$ cat config.mk
export PLATFORM = sky130hd
export DESIGN_NAME = fetch_queue_param
export DESIGN_NICKNAME = d
export VERILOG_FILES = /design/src/rtl/fetch_queue_param.sv
export SDC_FILE = /design/constraint.sdc
export NUM_CORES = 1
export LEC_CHECK = 0
export CAP_MARGIN = 10
export CORE_ASPECT_RATIO = 0.75
export CORE_MARGIN = 1
export CORE_UTILIZATION = 51
export CTS_CLUSTER_SIZE = 10
export DETAILED_ROUTE_END_ITERATION = 10
export PLACE_DENSITY = 0.77
export SLEW_MARGIN = 20
export SYNTH_ARGS = -nofsm -noshare
export SYNTH_HDL_FRONTEND = slang
export SYNTH_SLANG_ARGS = --single-unit
$ cat constraint.sdc
create_clock -name i_clk -period 4 [get_ports i_clk]
set_clock_uncertainty 0.2 [all_clocks]
set_input_delay 0.8 -clock i_clk [delete_from_list [all_inputs] [get_ports i_clk]]
set_output_delay 0.8 -clock i_clk [all_outputs]
set_load 0.01 [all_outputs]
$ cat src/rtl/fetch_queue_param.sv
// Purpose: instruction-fetch front end; owns the PC and buffers {pc, instr} pairs in a DEPTH-entry FIFO.
// Latency: fetch at N is visible at the queue head at N+1; a redirect at N puts the target on the head at N+2.
// Backpressure: decode stalls via i_deq_ready=0; the queue fills, then the PC freezes until a slot frees.
//
// Ports:
//   i_clk, i_rst              clock / synchronous active-high reset
//   i_fetch_en                fetch permitted; low freezes the PC, the queue still drains
//   o_imem_addr, i_imem_rdata ROM address (= PC) and its combinational read data
//   i_redirect, i_redirect_pc taken branch / jump from execute and its target
//   o_deq_valid, i_deq_ready  head handshake toward decode
//   o_deq_instr, o_deq_pc     head entry contents
//   o_deq_pc_plus             head PC + PC_STEP (link value)
//   o_count                   current occupancy
module fetch_queue_param #(
    parameter int unsigned             DATA_WIDTH = 32,
    parameter int unsigned             ADDR_WIDTH = 32,
    parameter int unsigned             DEPTH      = 4,
    parameter logic [ADDR_WIDTH-1:0]   RESET_PC   = 32'h0040_0000,
    parameter int unsigned             PC_STEP    = 4
) (
    input  logic                          i_clk,
    input  logic                          i_rst,
    input  logic                          i_fetch_en,
    output logic [ADDR_WIDTH-1:0]         o_imem_addr,
    input  logic [DATA_WIDTH-1:0]         i_imem_rdata,
    input  logic                          i_redirect,
    input  logic [ADDR_WIDTH-1:0]         i_redirect_pc,
    output logic                          o_deq_valid,
    input  logic                          i_deq_ready,
    output logic [DATA_WIDTH-1:0]         o_deq_instr,
    output logic [ADDR_WIDTH-1:0]         o_deq_pc,
    output logic [ADDR_WIDTH-1:0]         o_deq_pc_plus,
    output logic [$clog2(DEPTH):0]        o_count
);

    localparam int unsigned PTR_W = $clog2(DEPTH);
    localparam int unsigned CNT_W = PTR_W + 1;

    typedef struct packed {
        logic [ADDR_WIDTH-1:0] pc;
        logic [DATA_WIDTH-1:0] instr;
    } entry_t;

    // Redirect targets are forced word-aligned by clearing the low two bits.
    localparam logic [ADDR_WIDTH-1:0] ALIGN_MASK = ~ADDR_WIDTH'(3);

    // ------------------------------------------------------------------
    // State
    // ------------------------------------------------------------------
    logic [ADDR_WIDTH-1:0] pc_q,     pc_d;
    logic [PTR_W-1:0]      wr_ptr_q, wr_ptr_d;
    logic [PTR_W-1:0]      rd_ptr_q, rd_ptr_d;
    logic [CNT_W-1:0]      count_q,  count_d;
    entry_t                mem_q [DEPTH];

    logic   full;
    logic   empty;
    logic   push;
    logic   pop;
    entry_t head;
    entry_t wr_entry;

    // ------------------------------------------------------------------
    // Handshake decode
    // ------------------------------------------------------------------
    always_comb begin
        full  = (count_q == CNT_W'(DEPTH));
        empty = (count_q == '0);
        // A handshake in the redirect cycle does not consume the head: the
        // whole queue, head included, is being thrown away.
        pop   = ~empty & i_deq_ready & ~i_redirect;
        // A full queue may still accept a fetch when the head leaves in the
        // same cycle, so a continuously-ready decoder sees no bubble at full.
        push  = i_fetch_en & ~i_redirect & (~full | pop);
    end

    // ------------------------------------------------------------------
    // Next-state logic
    // ------------------------------------------------------------------
    always_comb begin
        pc_d     = pc_q;
        wr_ptr_d = wr_ptr_q;
        rd_ptr_d = rd_ptr_q;
        count_d  = count_q;

        if (i_redirect) begin
            pc_d     = i_redirect_pc & ALIGN_MASK;
            wr_ptr_d = '0;
            rd_ptr_d = '0;
            count_d  = '0;
        end else begin
            if (push) begin
                pc_d     = pc_q + ADDR_WIDTH'(PC_STEP);
                // Pointer width is log2(DEPTH), so the increment wraps naturally.
                wr_ptr_d = wr_ptr_q + PTR_W'(1);
            end
            if (pop) begin
                rd_ptr_d = rd_ptr_q + PTR_W'(1);
            end
            unique case ({push, pop})
                2'b10:   count_d = count_q + CNT_W'(1);
                2'b01:   count_d = count_q - CNT_W'(1);
                default: count_d = count_q;
            endcase
        end
    end

    // ------------------------------------------------------------------
    // Control registers
    // ------------------------------------------------------------------
    always_ff @(posedge i_clk) begin
        if (i_rst) begin
            pc_q     <= RESET_PC;
            wr_ptr_q <= '0;
            rd_ptr_q <= '0;
            count_q  <= '0;
        end else begin
            pc_q     <= pc_d;
            wr_ptr_q <= wr_ptr_d;
            rd_ptr_q <= rd_ptr_d;
            count_q  <= count_d;
        end
    end

    // ------------------------------------------------------------------
    // Entry storage. Contents need no reset: occupancy alone decides what
    // is valid, and a reset or redirect simply forgets every entry.
    // ------------------------------------------------------------------
    always_comb begin
        wr_entry.pc    = pc_q;
        wr_entry.instr = i_imem_rdata;
    end

    always_ff @(posedge i_clk) begin
        if (push && !i_rst) begin
            mem_q[wr_ptr_q] <= wr_entry;
        end
    end

    // ------------------------------------------------------------------
    // Outputs
    // ------------------------------------------------------------------
    always_comb begin
        head          = mem_q[rd_ptr_q];
        o_imem_addr   = pc_q;
        o_deq_valid   = ~empty;
        o_deq_instr   = head.instr;
        o_deq_pc      = head.pc;
        o_deq_pc_plus = head.pc + ADDR_WIDTH'(PC_STEP);
        o_count       = count_q;
    end

endmodule

==> flow_metrics.tcl <==
set metrics [dict create \
    drive_above_1_share_pct 17.7 \
    diodes 0 \
    worst_slack_ns 0.0884 \
    synth_top_cell_by_area "edfxtp_1" \
    fin_area_um2 15300 \
    critPathKind "reg2out" \
    hold_class "reg2reg" \
    worst_path_most_repeated_cell "buf_4" \
    dpl.hpwl_um 16500 \
    cts_tree "yes" \
    drc 0 \
    via_per_inst 5.67 \
    start_util_pct 52.9 \
    pin_count 201 \
    post_synth_fa_ha_maj_area_fraction_pct 0.802 \
    totalWireLength_um 26500 \
    critPathRequiredTime_ns 3.00 \
    core_um2 22400 \
    drt-pass1-iter-count 5 \
    syn_area_um2 11900 \
    worst_slew_pin_slew_ns 0.991 \
    rows 47 \
    rsz0062_at_grt "yes" \
    layout_commonest_cell "edfxtp_1" \
    hold_viol 0 \
    synth_top_family_by_area "multiplexers" \
    synth_seq_cells 287 \
    async_flop_share_pct 0 \
    endpoint_kind "output pin" \
    crit_slowest_cell "dfxtp_4" \
    period_minus_slack_ns 3.91 \
    grt_max_degree 63 \
    clock_sinks 287 \
    yosys.area_share.simple_pct 8.19 \
    fillers 1505 \
    start_kind "flop" \
    pre_cts_ws_ns 0.170 \
    avgSynthCellArea_um2 17.3 \
    maxCapViolations 0 \
    avgRoutedWirePerCell_um 21.4 \
    max-vdd-ir-drop_mv 0.309 \
    pwr_density_cell_nw_per_um2 427 \
    leakage_nw 5.04 \
    dieArea_um2 23900 \
    synth_xor_area_share_pct 4.21 \
    synth_compound_gate_area_share_pct 2.75 \
    antenna_found_initial 1 \
    gr-total-overflow 0 \
    critPathArrivalTime_ns 2.91 \
    placedInstanceArea_um2 14200 \
    crit_chain "buf_12 -> mux4_2 -> nand4_4 -> nor4_4 -> buf_4 -> buf_4 -> buf_4 -> nand3_1 -> xnor2_1 -> dlygate4sd2_1" \
    gp_congestion 0.802 \
    ctsHoldBuffers 0 \
    status "complete, no violations" \
    num_vias 7006 \
    final_util_pct 68.4 \
    worstPathMaxFanout 14 \
    port_buffers 192 \
    grt_pass1_wl_um 40000 \
    ctsHtreeMaxLevel 2 \
    clk_pin_slew_ns 0.05 \
    multi_input_area_um2 3370 \
    slew_headroom_pct 33.9 \
    synth_top_area_share_pct 62.8 \
    synth-main-ff-cell "edfxtp_1" \
    nNetsFinal 997 \
    grt_pass1_vias 6870 \
    yosysUniqueCellTypes 48 \
    track_usage_pct 22.3 \
    most-common-layout-cells "edfxtp_1 (248), clkdlybuf4s50_1 (174), mux4_2 (59)" \
    final_antenna_net_count 0 \
    setup_violations 0 \
    period_share_pct 97.8 \
    areaGrowthSynthToFinish_pct 29.2 \
    ys_seq_area_share_pct 69.4 \
    ys_warn_count 0 \
    synth.area.top_cells "edfxtp_1 (63%), mux4_2 (9.3%), dfxtp_1 (6.6%)" \
    synth-edff-count 248 \
    clock_latency_ns 0.50 \
    muxShareOfSynthArea_pct 12.2 \
    cts_root_buf "clkbuf_16" \
    cts_buffers 34 \
    regArea_um2 8240 \
    finalMaxSlewViolations 0 \
    cpPeakStageDelay_ns 0.40 \
    drt_first_iter_violations 442 \
    fp.dieW_um 178 \
    cts_buffer_depth 3 \
    syn_inst 684 \
    p_total_mw 6.55 \
    max_freq_ghz 0.256 \
    die_h_um 134 \
]
[Yosys cell counts (4+ instances only)]
library cell	instances
nor4_2	4
xnor2_1	51
nand2_1	24
mux4_2	49
edfxtp_1	248
nand4_2	4
nor2_1	42
ha_1	6
nand3_1	24
a21oi_1	5
nor4_1	12
xor2_1	6
and4_1	7
nand4_1	15
a311oi_1	4
buf_2	12
and3_1	7
a211oi_1	23
clkbuf_1	15
and2_1	11
nor3_1	7
inv_1	15
buf_4	8
mux4_1	13
dfxtp_1	39
[worst paths after layout]
kind                        from  cells past startpoint  slack, ns                 to
hold / removal       wr_ptr_q[1]                      2       0.30        wr_ptr_q[1]
setup / recovery            flop                     10       0.09  o_deq_pc_plus[26]
hold reg to reg      wr_ptr_q[1]                      2       0.30        wr_ptr_q[1]
setup reg to reg  o_imem_addr[9]                      5       1.24    o_imem_addr[26]
[registers in the layout, summed over array words and instances, names as in the netlist, named ones only]
name / flops
o_imem_addr: 30
o_count: 3
wr_ptr_q: 2
mem_q: 248
rd_ptr_q: 2
[final cells by class]
type	instances	area share, %
sequential	287	53.7
clock buffer	55	6.48
multi-input combinational	347	22.0
clock inverter	1	0.0245
tap	294	2.40
timing repair buffer	236	15.0
inverter	15	0.367
[routing by layer]
metal,routed length (um),up-vias,share of wire [%],global-route usage [%]
met3,2290,41,8.6,4.96
met2,12100,291,46,34.2
met1,11600,3492,44,32.5
li1,-,3180,-,-
met4,465,2,1.8,5.56
met5,13,-,0.049,0
[timing repair]
action                                  4_1_cts  5_1_grt
setup buffers                                 7        5
pin swaps                                     1        1
endpoints found under the setup margin       24       10
resized for setup                            35       11
hold endpoints to repair                      0        0
[worst max-delay path: cells and delay by family, from the launching register on]
kind	cells	cell delay, ns
flip-flops	1	0.40
buffers and inverters	5	0.86
XOR/XNOR	1	0.14
AND/OR/NAND/NOR	3	0.63
multiplexers	1	0.39
[stage by stage]
stage	TNS [ns]	cells	hold slack, ns
finish	0	1235	0.302
detailed placement	0	1167	0.296
floorplan	0	689	0.269
global route	-0.0230	1235	0.330
global placement	0	1167	0.289
CTS	-0.0122	1230	0.304
[power by group]
| group | internal (mW) | switching (mW) | total (mW) |
|---|---|---|---|
| Combinational | 0.219 | 0.180 | 0.399 |
| Sequential | 3.31 | 0.0616 | 3.37 |
| Clock | 1.68 | 1.10 | 2.78 |
[logic make-up after synthesis]
kind of cell / count (synthesis)
multiplexers: 62
AO/OA/AOI/OAI: 45
flip-flops: 287
other: 1
buffers and inverters: 55
XOR/XNOR: 57
adder cells (fa/ha/maj): 7
AND/OR/NAND/NOR: 170
(Power assumes the default switching activity.)
